===== src/rtl/video_vram_arbiter.sv =====
// video_vram_arbiter
//   Owns the single 14-bit VRAM port and time-shares it between the render
//   fetch engine and host PPUADDR/PPUDATA accesses. Holds the host VRAM
//   address (v), the PPUADDR write toggle, the PPUDATA read buffer and the
//   post-access auto-increment. Slots are paced by I_tick (dot-clock enable).
//
//   Slot timing: the IDLE tick that grants a slot counts as its first tick.
//   The slot state is then held until the P_access_ticks-th tick, where read
//   data is sampled and the state drops back to IDLE. The next tick is the
//   next grant, so a continuously requesting client gets one slot every
//   P_access_ticks ticks. With P_access_ticks=1 the slot completes on the
//   clock after the grant.
//
//   Optional build macro: VIDEO_VRAM_STARVE_GUARD_EN
//     defined   - a host op that has waited P_starve_ticks ticks is granted
//                 at the next IDLE decision even while render requests.
//     undefined - strict render priority.
//
//   Ports:
//     I_clock, I_reset (async, active low), I_tick (dot enable)
//     render : I_rend_req/I_rend_addr in, O_rend_ack/O_rend_data out
//     host   : I_host_addr_wr, I_host_data_wr, I_host_data_rd, I_host_data,
//              I_toggle_clr, I_incr32 in; O_host_rdbuf, O_host_busy,
//              O_overrun out
//     VRAM   : O_vid_addr, O_vid_wren, O_vid_data out; I_vid_data in
module video_vram_arbiter #(
  parameter int P_access_ticks = 2,
  parameter int P_starve_ticks = 8
) (
  input  logic        I_clock,
  input  logic        I_reset,
  input  logic        I_tick,
  input  logic        I_rend_req,
  input  logic [13:0] I_rend_addr,
  output logic        O_rend_ack,
  output logic [7:0]  O_rend_data,
  input  logic        I_host_addr_wr,
  input  logic        I_host_data_wr,
  input  logic        I_host_data_rd,
  input  logic [7:0]  I_host_data,
  input  logic        I_toggle_clr,
  input  logic        I_incr32,
  output logic [7:0]  O_host_rdbuf,
  output logic        O_host_busy,
  output logic        O_overrun,
  output logic [13:0] O_vid_addr,
  output logic        O_vid_wren,
  input  logic [7:0]  I_vid_data,
  output logic [7:0]  O_vid_data
);

  typedef enum logic [1:0] {IDLE, REND, HWR, HRD} state_t;

  // Tick count (after the grant tick) at which a slot completes.
  localparam int         LAST_I   = (P_access_ticks > 1) ? P_access_ticks - 2 : 0;
  localparam logic [1:0] LAST_CNT = 2'(LAST_I);

  state_t      state;
  logic [1:0]  cnt;
  logic [13:0] v, v_next;
  logic        toggle, toggle_next;
  logic        pending, op_wr;
  logic [13:0] op_addr;
  logic [7:0]  op_data;

  logic strobe, accept, drop;
  logic host_active, slot_last, host_done, host_grant, host_force;

  assign strobe      = I_host_data_wr | I_host_data_rd;
  assign accept      = strobe & ~pending;
  // A strobe while busy is lost; a simultaneous wr+rd keeps the write and loses the read.
  assign drop        = (strobe & pending) | (I_host_data_wr & I_host_data_rd & ~pending);
  assign host_active = (state == HWR) || (state == HRD);
  assign slot_last   = (P_access_ticks == 1) ? 1'b1 : (I_tick && cnt == LAST_CNT);
  assign host_done   = host_active && slot_last;
  assign host_grant  = pending && (!I_rend_req || host_force);
  // pending stays set through the host slot, so it alone covers "busy".
  assign O_host_busy = pending;

`ifdef VIDEO_VRAM_STARVE_GUARD_EN
  localparam int            SW         = $clog2(P_starve_ticks + 1);
  localparam logic [SW-1:0] STARVE_MAX = SW'(P_starve_ticks);
  logic [SW-1:0] starve_cnt;

  always_ff @(posedge I_clock or negedge I_reset) begin
    if (!I_reset) begin
      starve_cnt <= '0;
    end else if (state == IDLE && I_tick && host_grant) begin
      starve_cnt <= '0;
    end else if (I_tick && pending && !host_active && starve_cnt != STARVE_MAX) begin
      starve_cnt <= starve_cnt + 1'b1;
    end
  end

  assign host_force = (starve_cnt == STARVE_MAX);
`else
  assign host_force = 1'b0;
`endif

  // Completion increment first, then a same-cycle PPUADDR write overrides
  // only the byte it targets.
  always_comb begin
    v_next      = host_done ? v + (I_incr32 ? 14'd32 : 14'd1) : v;
    toggle_next = toggle;
    if (I_host_addr_wr) begin
      if (!toggle) v_next[13:8] = I_host_data[5:0];
      else         v_next[7:0]  = I_host_data;
      toggle_next = ~toggle;
    end
    if (I_toggle_clr) toggle_next = 1'b0;
  end

  always_ff @(posedge I_clock or negedge I_reset) begin
    if (!I_reset) begin
      state        <= IDLE;
      cnt          <= '0;
      v            <= '0;
      toggle       <= 1'b0;
      pending      <= 1'b0;
      op_wr        <= 1'b0;
      op_addr      <= '0;
      op_data      <= '0;
      O_rend_ack   <= 1'b0;
      O_rend_data  <= '0;
      O_host_rdbuf <= '0;
      O_overrun    <= 1'b0;
      O_vid_addr   <= '0;
      O_vid_wren   <= 1'b0;
      O_vid_data   <= '0;
    end else begin
      O_rend_ack <= 1'b0;
      O_overrun  <= drop;
      v          <= v_next;
      toggle     <= toggle_next;

      // accept needs pending=0, host_done needs pending=1: never both.
      if (accept) begin
        pending <= 1'b1;
        op_wr   <= I_host_data_wr;
        op_addr <= v;
        op_data <= I_host_data;
      end else if (host_done) begin
        pending <= 1'b0;
      end

      case (state)
        IDLE: begin
          if (I_tick) begin
            cnt <= '0;
            if (host_grant) begin
              state      <= op_wr ? HWR : HRD;
              O_vid_addr <= op_addr;
              O_vid_wren <= op_wr;
              if (op_wr) O_vid_data <= op_data;
            end else if (I_rend_req) begin
              state      <= REND;
              O_vid_addr <= I_rend_addr;
            end
          end
        end
        default: begin
          if (slot_last) begin
            state      <= IDLE;
            O_vid_wren <= 1'b0;
            if (state == REND) begin
              O_rend_ack  <= 1'b1;
              O_rend_data <= I_vid_data;
            end else if (state == HRD) begin
              O_host_rdbuf <= I_vid_data;
            end
          end else if (I_tick) begin
            cnt <= cnt + 2'd1;
          end
        end
      endcase
    end
  end

endmodule


===== config.mk =====
export PLATFORM = sky130hd
export DESIGN_NAME = video_vram_arbiter
export DESIGN_NICKNAME = d
export VERILOG_FILES = /design/src/rtl/video_vram_arbiter.sv
export SDC_FILE = /design/constraint.sdc
export NUM_CORES = 1
export LEC_CHECK = 0
export ABC_AREA = 1
export CAP_MARGIN = 20
export CORE_MARGIN = 2
export CORE_UTILIZATION = 25
export CTS_CLUSTER_SIZE = 28
export DETAILED_ROUTE_END_ITERATION = 8
export SETUP_SLACK_MARGIN = 0.02
export SYNTH_ARGS = -nofsm -noshare
export SYNTH_HDL_FRONTEND = slang
export SYNTH_SLANG_ARGS = --single-unit

===== constraint.sdc =====
create_clock -name I_clock -period 1.8 [get_ports I_clock]
set_input_delay 0.36 -clock I_clock [delete_from_list [all_inputs] [get_ports I_clock]]
set_output_delay 0.36 -clock I_clock [all_outputs]
set_load 0.03 [all_outputs]

==> reports/metrics.yaml, run 1 <==
status:
  status: "finished clean"
logic_synthesis:
  synth-edff-count: 0
  avgSynthCellArea_sq_um: 8.590
  synth_largest_area_cell: "dfrtp_1"
  synth_commonest_cells: "104 x nand2_1, 84 x dfrtp_1, 52 x nor2_1"
  synthFlopType: "dfrtp_1"
  async_reset_ff_frac: 1.000
  ys_types: 26
  synthCells: 438
  netlist.area_leader.share: 0.5587
  ys_warn_count: 0
  ys_seq_area_frac: 0.5587
  synth_fp_nets: 481
  synth_area_sq_um: 3762
  ys_ff_latch: 84
  synthTopCellsByArea: "dfrtp_1 56%, nand2_1 10%, nor2_1 5.2%"
  yosysMostFrequentCell: "nand2_1"
floorplan:
  fp.dieW_um: 126.7
  dieArea_sq_um: 16050
  start_util: 0.2569
  die_h_um: 126.7
  rows: 44
  ios: 81
  core_sq_um: 14640
clock_network:
  cts_tree: "built"
  cts_root_buffer: "clkbuf_16"
  cts_sinks: 84
  cts_hold_buffers: 0
  htree_levels: 3
  path_clk_slew_ns: 0.06
  cts_buffers: 9
  clkLatencyLatePin_ns: 0.34
  clockBufferDepth: 2
cells_and_area:
  nNetsFinal: 574
  stdcell_area_sq_um: 5166
  drive_above_1_share: 0.09907
  regArea_sq_um: 2102
  syn_to_final_growth_pct: 37.31
  multi_input_area_sq_um: 1383
  num_antenna_cells: 0
  num-fill-cells: 1509
sta:
  fin_crit_sh: 0.9629
  maxSlewViolCount: 0
  hold_viol_final: 0
  setup_tns_ns: 0
  worst_slack_ns: 0.06679
  setup_viol: 0
  skew_ns: 0.008628
  worst_pin_slew_ns: 0.5148
  period_minus_slack_ns: 1.733
  relSlewSlack: 0.6568
  rsz0062_at_grt: "true"
  fmax_mhz: 577.0
global_route:
  grt_overflow: 0
  grt_max_degree: 40
  grt_first_pass_wirelength_um: 15430
  grt_pass1_vias: 3132
  antenna_found_initial: 0
  grtUsageTotal: 0.1210
setup_path:
  crit_chain: "clkdlybuf4s50_1"
  crit_fanout: 2
  cp-start-kind: "register"
  crit_arrival_ns: 1.37
  critPathBufInv: 1
  cp_slowest_cell: "clkdlybuf4s50_1"
  critPathTopFamily: "buffers and inverters"
  critPathCaptureType: "output pin"
  crit_type: "reg -> out"
  cp_slowest_stage_delay_ns: 0.68
  required_ns: 1.44
placement:
  hpwl_um: 7136
  portBuffers: 80
  place_area_sq_um: 4846
  place_ws_ns: -0.2425
  routabilityCongestion: 0.8263
route:
  vias: 3118
  via_per_inst: 4.337
  drtAntennaViolNets: 0
  drt-initial-drc-count: 219
  wl_per_cell_um: 12.93
  firstDrtPassIters: 4
  drc: 0
  wirelength_um: 9294
job:
  max-cap-violations: 0
power:
  p_leak_nw: 2.497
  powerDensity_nw_per_um2: 1679
  peakVddDrop_uv: 497.8
hold_path:
  min_path_type: "in -> async"
-- logic make-up after synthesis --
family	share of synthesized area
DFF	0.5587
buffers and inverters	0.07848
xor gates and xnor gates	0.006985
muxes	0.008978
and+or+nand+nor	0.2088
adders and majority gates	0.01330
AOI/OAI and AO/OA	0.1247
-- per-layer routing --
| layer | wire [um] | GRT usage | vias to the layer above |
|---|---|---|---|
| met5 | 0 | 0 | - |
| met4 | 189 | 0.05495 | 0 |
| met3 | 459 | 0.02826 | 16 |
| met2 | 4002 | 0.1841 | 76 |
| met1 | 4643 | 0.1644 | 1441 |
| li1 | - | - | 1585 |
-- final cells by class --
cell class | count | area share
Tap cell | 184 | 0.04456
Sequential cell | 84 | 0.4069
Timing Repair Buffer | 98 | 0.1853
Multi-Input combinational cell | 282 | 0.2676
Clock inverter | 4 | 0.009930
Clock buffer | 11 | 0.04505
Inverter | 56 | 0.04069
-- placed cells by master, fill, tap and decap left out --
cell type	n
clkdlybuf4s50_1	73
o21ai_4	1
xor2_1	3
nor3_2	3
ha_1	3
nor2_2	3
nand3_1	16
inv_1	51
o31ai_1	14
nand3_4	1
nand4_1	2
a21oi_1	17
nand2_2	1
nand2_1	104
clkinvlp_4	1
clkbuf_16	9
buf_12	1
bufinv_16	1
clkbuf_1	2
clkinv_2	1
ha_2	1
dfrtp_1	84
o21ai_0	32
nor3_1	3
nand3_2	2
o21ai_1	19
nor2_1	51
inv_2	5
buf_4	18
dlymetal6s2s_1	5
o211ai_1	2
nor2_4	1
dlygate4sd2_1	1
clkinv_4	1
mux2_2	3
-- per-stage QoR --
stage | std cells | util | power [mW] | hold WS [ns]
4_1_cts | 718 | 0.3502 | 8.765 | 0.01279
6_report | 719 | 0.3528 | 8.675 | 0.0004841
2_1_floorplan | 438 | - | 5.414 | 0.06441
5_1_grt | 719 | 0.3528 | 9.292 | 0.04642
3_3_place_gp | 703 | 0.3309 | 6.844 | 0.3684
3_5_place_dp | 703 | 0.3309 | 6.936 | 0.3753
-- timing repair --
action / 4_1_cts / 5_1_grt
buffers inserted: 0 / 1
gates cloned: 0 / 0
setup endpoints to repair: 1 / 8
pin swaps: 0 / 1
resized for setup: 1 / 11
-- power by group --
part | leakage (nW) | switching, mW | internal, mW | total (mW)
Sequential | 1.03 | 0.487 | 2.70 | 3.19
Combinational | 1.34 | 2.20 | 1.48 | 3.69
Clock | 0.136 | 0.728 | 1.07 | 1.80
-- final timing paths --
path | startpoint | end | slack [ns] | cells past startpoint
worst max register to register | cnt[0] | v[10] | 0.23 | 9
worst max-delay path | O_vid_data[5] | O_vid_data[5] | 0.07 | 1
worst min register to register | O_rend_data[0] | O_rend_data[0] | 0.47 | 2
worst min-delay path | I_reset | O_vid_addr[12] | 0.0005 | 1
min in group I_clock | O_rend_data[0] | O_rend_data[0] | 0.47 | 2
max in group asynchronous | I_reset | v[2] | 1.22 | 2
-- registers in the layout (all words and copies together) (netlist names) --
register	count
v	14
O_rend_data	8
op_wr	1
O_host_busy	1
toggle	1
O_host_rdbuf	8
O_overrun	1
op_data	8
O_vid_addr	14
cnt	2
op_addr	14
O_vid_data	8
O_vid_wren	1
state	2
O_rend_ack	1
(Power assumes the default switching activity.)
==> inputs of run 2 (changes only) <==
==> constraint.sdc (replaced) <==
create_clock -name I_clock -period 2.2 [get_ports I_clock]
set_input_delay 0.44 -clock I_clock [delete_from_list [all_inputs] [get_ports I_clock]]
set_output_delay 0.44 -clock I_clock [all_outputs]
set_load 0.03 [all_outputs]
==> reports/metrics.yaml, run 2 (synthesis gave the netlist of run 1 again) <==
floorplan:
  start_util: 0.2569  # unchanged
  ios: 81  # unchanged
  dieArea_sq_um: 16050  # unchanged
  fp.dieW_um: 126.7  # unchanged
  rows: 44  # unchanged
  die_h_um: 126.7  # unchanged
  core_sq_um: 14640  # unchanged
global_route:
  grt_max_degree: 37  # was 40
  antenna_found_initial: 0  # unchanged
  grt_pass1_vias: 3135  # was 3132
  grt_overflow: 0  # unchanged
  grt_first_pass_wirelength_um: 15310  # was 15430 um
  grtUsageTotal: 0.1203  # was 0.1210
power:
  finalPower_mw: 7.096  # was 8.675 mW
  peakVddDrop_uv: 531.5  # was 497.8 uV
  p_leak_nw: 2.394  # was 2.497 nW
  powerDensity_nw_per_um2: 1396  # was 1679 nW/um^2
cells_and_area:
  num_antenna_cells: 0  # unchanged
  final_cell_mix: "104 x nand2_1, 84 x dfrtp_1, 79 x clkdlybuf4s50_1"  # was 104 x nand2_1, 84 x dfrtp_1, 73 x clkdlybuf4s50_1
  layout.cells.non_filler: 710  # was 719
  nNetsFinal: 565  # was 574
  fin_util: 0.3472  # was 0.3528
  largestRegisters: "O_vid_addr: 14 flops, op_addr: 14 flops, v: 14 flops"  # unchanged
  final_common_cell: "nand2_1"  # unchanged
  syn_to_final_growth_pct: 35.15  # was 37.31%
  drive_above_1_share: 0.08175  # was 0.09907
setup_path:
  reg2reg_setup_slack_ns: 0.58  # was 0.23 ns
  critPathCaptureType: "output pin"  # unchanged
  crit_fanout: 4  # was 2
  cp_slowest_stage_delay_ns: 0.70  # was 0.68 ns
  critPathBufInv: 1  # unchanged
  crit_type: "reg -> out"  # unchanged
  worstRegToRegCells: 8  # was 9
  endpoint: "O_host_busy"  # was O_vid_data[5]
  startpoint: "O_host_busy"  # was O_vid_data[5]
  crit_arrival_ns: 1.45  # was 1.37 ns
  crit_cells: 1  # unchanged
  cp-start-kind: "register"  # unchanged
  critPathTopFamily: "buffers and inverters"  # unchanged
  crit_chain: "clkdlybuf4s50_1"  # unchanged
  worst_r2r_endpoint: "v[8]"  # was v[10]
  cp_slowest_cell: "clkdlybuf4s50_1"  # unchanged
  required_ns: 1.76  # was 1.44 ns
  r2r-start: "cnt[0]"  # unchanged
status:
  status: "finished clean"  # unchanged
sta:
  relSlewSlack: 0.7231  # was 0.6568
  maxSlewViolCount: 0  # unchanged
  rsz0062_at_grt: "false"  # was true
  setup_viol: 0  # unchanged
  fmax_mhz: 528.1
  fin_crit_sh: 0.8607
  worst_pin_slew_ns: 0.4149  # was 0.5148 ns
  hold_viol_final: 0  # unchanged
  setup_tns_ns: 0  # unchanged
  period_minus_slack_ns: 1.893
  skew_ns: 0.007517  # was 0.008628 ns
placement:
  place_inst: 695  # was 703
  portBuffers: 80  # unchanged
  hpwl_um: 6985  # was 7136 um
  routabilityCongestion: 0.8475  # was 0.8263
clock_network:
  clkLatencyLatePin_ns: 0.34  # about the same
  cts_hold_buffers: 0  # unchanged
  cts_buffers: 9  # unchanged
  path_clk_slew_ns: 0.07  # was 0.06 ns
  post_cts_buffers: 0  # unchanged
  cts_sinks: 84  # unchanged
  clockBufferDepth: 2  # unchanged
  post_cts_resize_count: 0  # was 1
  cts_root_buffer: "clkbuf_16"  # unchanged
  cts_tree: "built"  # unchanged
  htree_levels: 3  # unchanged
route:
  drc: 0  # unchanged
  drt-initial-drc-count: 175  # was 219
  wl_per_cell_um: 12.91  # was 12.93 um
  via_per_inst: 4.344  # was 4.337
  firstDrtPassIters: 4  # unchanged
  wirelength_um: 9168  # was 9294 um
  drtAntennaViolNets: 0  # unchanged
  vias: 3084  # was 3118
job:
  max-cap-violations: 0  # unchanged
hold_path:
  min_path_type: "in -> async"  # unchanged
==> run 2: stage by stage <==
step	hold slack, ns	setup slack [ns]	cell area, sq um
final	0.01516	0.3065	5085
after global routing	0.02898	0.2667	5085
after CTS	0.01361	0.2730	5085
after detailed placement	0.3862	0.08236	4786
after global placement	0.3856	0.1644	4786
after floorplan	0.1444	0.7220	3762
==> run 2: worst min path at each step <==
stage,from,end,cells past startpoint
6_report,I_reset,O_vid_addr[7],1
5_1_grt,I_reset,O_vid_addr[7],1
4_1_cts,I_reset,O_vid_addr[7],1
3_5_place_dp,I_reset,O_vid_addr[8],1
3_3_place_gp,I_reset,O_vid_addr[8],1
2_1_floorplan,I_reset,O_host_busy,0
==> run 2: report_power, final <==
group | switching [mW] | total (mW) | internal [mW]
logic | 1.78 | 2.96 | 1.18
clock network | 0.632 | 1.52 | 0.886
registers | 0.403 | 2.61 | 2.21
==> run 2: layout make-up <==
| cell class | count | area [sq um] |
|---|---|---|
| multi-input cells | 282 | 1365 |
| repair buffers | 89 | 878.3 |
| flip-flops and latches | 84 | 2102 |
| well taps | 184 | 230.2 |
| clock buffers | 9 | 225.2 |
| inverters | 56 | 210.2 |
| fillers | 1509 | 9559 |
| clock inverters | 6 | 73.82 |
==> run 2: layer usage <==
metal | global-route usage | share of wire | routed length (um)
met1 | 0.1601 | 0.48 | 4372
met3 | 0.04091 | 0.060 | 546
met5 | 0 | 0 | 0
met2 | 0.1857 | 0.45 | 4115
met4 | 0.03814 | 0.015 | 133
==> inputs of run 3 (changes only) <==
--- a/config.mk
+++ b/config.mk
@@ -7,7 +7,6 @@
 export LEC_CHECK = 0
 export ABC_AREA = 1
 export CAP_MARGIN = 20
-export CORE_MARGIN = 2
 export CORE_UTILIZATION = 25
 export CTS_CLUSTER_SIZE = 28
 export DETAILED_ROUTE_END_ITERATION = 8
==> reports/metrics.yaml, run 3 (synthesis gave the netlist of run 1 again) <==
placement:
  hpwl_um: 6740  # was 6985 um
  routabilityCongestion: 0.8202  # was 0.8475
  portBuffers: 80  # unchanged
setup_path:
  critPathCaptureType: "output pin"  # unchanged
  cp_slowest_cell: "clkdlybuf4s50_1"  # unchanged
  crit_fanout: 4  # unchanged
  startpoint: "O_host_busy"  # unchanged
  crit_chain: "clkdlybuf4s50_1"  # unchanged
  endpoint: "O_host_busy"  # unchanged
  required_ns: 1.76  # about the same
  crit_cells: 1  # unchanged
  crit_type: "reg -> out"  # unchanged
  critPathTopFamily: "buffers and inverters"  # unchanged
  cp_slowest_stage_delay_ns: 0.70  # about the same
  reg2reg_setup_slack_ns: 0.56  # was 0.58 ns
  worst_r2r_endpoint: "v[8]"  # unchanged
  cp-start-kind: "register"  # unchanged
  crit_arrival_ns: 1.44  # was 1.45 ns
  worstRegToRegCells: 8  # unchanged
  critPathBufInv: 1  # unchanged
  r2r-start: "cnt[0]"  # unchanged
route:
  wl_per_cell_um: 12.58  # was 12.91 um
  drt-initial-drc-count: 143  # was 175
  via_per_inst: 4.324  # was 4.344
  vias: 3079  # was 3084
  drc: 0  # unchanged
  firstDrtPassIters: 4  # unchanged
  wirelength_um: 8960  # was 9168 um
  drtAntennaViolNets: 0  # unchanged
power:
  peakVddDrop_uv: 494.1  # was 531.5 uV
  p_leak_nw: 2.402  # was 2.394 nW
  powerDensity_nw_per_um2: 1384  # was 1396 nW/um^2
clock_network:
  cts_buffers: 9  # unchanged
  clkLatencyLatePin_ns: 0.34  # about the same
  clockBufferDepth: 2  # unchanged
  post_cts_buffers: 0  # unchanged
  cts_sinks: 84  # unchanged
  htree_levels: 3  # unchanged
  cts_root_buffer: "clkbuf_16"  # unchanged
  cts_tree: "built"  # unchanged
  path_clk_slew_ns: 0.06  # was 0.07 ns
sta:
  relSlewSlack: 0.7241  # was 0.7231
  holdWs_ns: 0.4771  # was 0.01516 ns
  setup_tns_ns: 0  # unchanged
  rsz0062_at_grt: "false"  # unchanged
  skew_ns: 0.007451  # was 0.007517 ns
  maxSlewViolCount: 0  # unchanged
  period_minus_slack_ns: 1.884  # was 1.893 ns
  hold_viol_final: 0  # unchanged
  fmax_mhz: 530.7  # was 528.1 MHz
  setup_viol: 0  # unchanged
  worst_pin_slew_ns: 0.4134  # was 0.4149 ns
  fin_crit_sh: 0.8565  # was 0.8607
cells_and_area:
  largestRegisters: "O_vid_addr: 14 flops, op_addr: 14 flops, v: 14 flops"  # unchanged
  regArea_sq_um: 2102  # unchanged
  nNetsFinal: 567  # was 565
  num-fill-cells: 1509  # unchanged
  final_cell_mix: "104 x nand2_1, 84 x dfrtp_1, 79 x clkdlybuf4s50_1"  # unchanged
  multi_input_area_sq_um: 1365  # unchanged
  drive_above_1_share: 0.08144  # was 0.08175
  num_antenna_cells: 0  # unchanged
  final_common_cell: "nand2_1"  # unchanged
  syn_to_final_growth_pct: 35.35  # was 35.15%
hold_path:
  min_path_type: "reg -> reg"  # was in -> async
job:
  max-cap-violations: 0  # unchanged
global_route:
  antenna_found_initial: 0  # unchanged
  grt_max_degree: 45  # was 37
  grt_overflow: 0  # unchanged
  grtUsageTotal: 0.1236  # was 0.1203
  grt_first_pass_wirelength_um: 15160  # was 15310 um
  grt_pass1_vias: 2990  # was 3135
floorplan:
  core_sq_um: 14590  # was 14640 sq um
  dieArea_sq_um: 15540  # was 16050 sq um
  die_h_um: 124.7  # was 126.7 um
  ios: 81  # unchanged
  fp.dieW_um: 124.7  # was 126.7 um
  rows: 44  # unchanged
  start_util: 0.2579  # was 0.2569
status:
  status: "finished clean"  # unchanged
==> run 3: cell types whose count changed in the layout (fill, tap and decap cells not counted), sizes merged <==
cell | before | now
clkinvlp | 2 | 1
dlygate4sd3 | 0 | 1
clkbuf | 9 | 10
buf | 10 | 11
==> run 3: what timing repair did <==
| item | CTS | global route |
|---|---|---|
| endpoints found under the hold margin | 20 | 0 |
| endpoints found under the setup margin | 0 | 0 |
| resized for setup | 0 | 0 |
| hold buffers | 1 | 0 |
==> run 3: area by class of cell <==
| class | count | area share |
|---|---|---|
| flip-flops and latches | 84 | 0.4128 |
| multi-input cells | 282 | 0.2681 |
| repair buffers | 91 | 0.1759 |
| well taps | 184 | 0.04521 |
| clock buffers | 10 | 0.04496 |
| inverters | 56 | 0.04128 |
| clock inverters | 5 | 0.01179 |
==> run 3: metal layers <==
| metal | wire (um) | GRT usage | share of wire | up-vias |
|---|---|---|---|---|
| met1 | 4433 | 0.1695 | 0.49 | 1419 |
| li1 | - | - | - | 1576 |
| met3 | 465 | 0.03823 | 0.052 | 12 |
| met2 | 3894 | 0.1810 | 0.43 | 72 |
| met5 | 0 | 0 | 0 | - |
| met4 | 166 | 0.04678 | 0.019 | 0 |
==> run 3: worst min-delay path by stage <==
stage / depth (start not counted) / endpoint / slack (ns) / from
final: 2 / O_rend_data[0] / 0.48 / O_rend_data[0]
after global routing: 2 / op_addr[11] / 0.50 / op_addr[11]
after CTS: 2 / O_rend_data[0] / 0.48 / O_rend_data[0]
after detailed placement: 1 / O_vid_addr[12] / 0.36 / I_reset
after global placement: 1 / O_vid_addr[8] / 0.36 / I_reset
after floorplan: 0 / O_host_busy / 0.14 / I_reset
==> run 3: report_power, final <==
part	switching [mW]	internal (mW)
clock network	0.604	0.879
logic	1.77	1.19
registers	0.399	2.21
==> run 3: metrics by stage <==
step	util	worst slack [ns]	cell area, sq um	cells	power [mW]
global placement	0.3286	0.1134	4793	696	5.558
finish	0.3491	0.3157	5092	712	7.048
global route	0.3491	0.2069	5092	712	7.560
CTS	0.3491	0.2955	5092	712	7.141
detailed placement	0.3286	0.06327	4793	696	5.611
floorplan	-	0.7220	3762	438	4.429
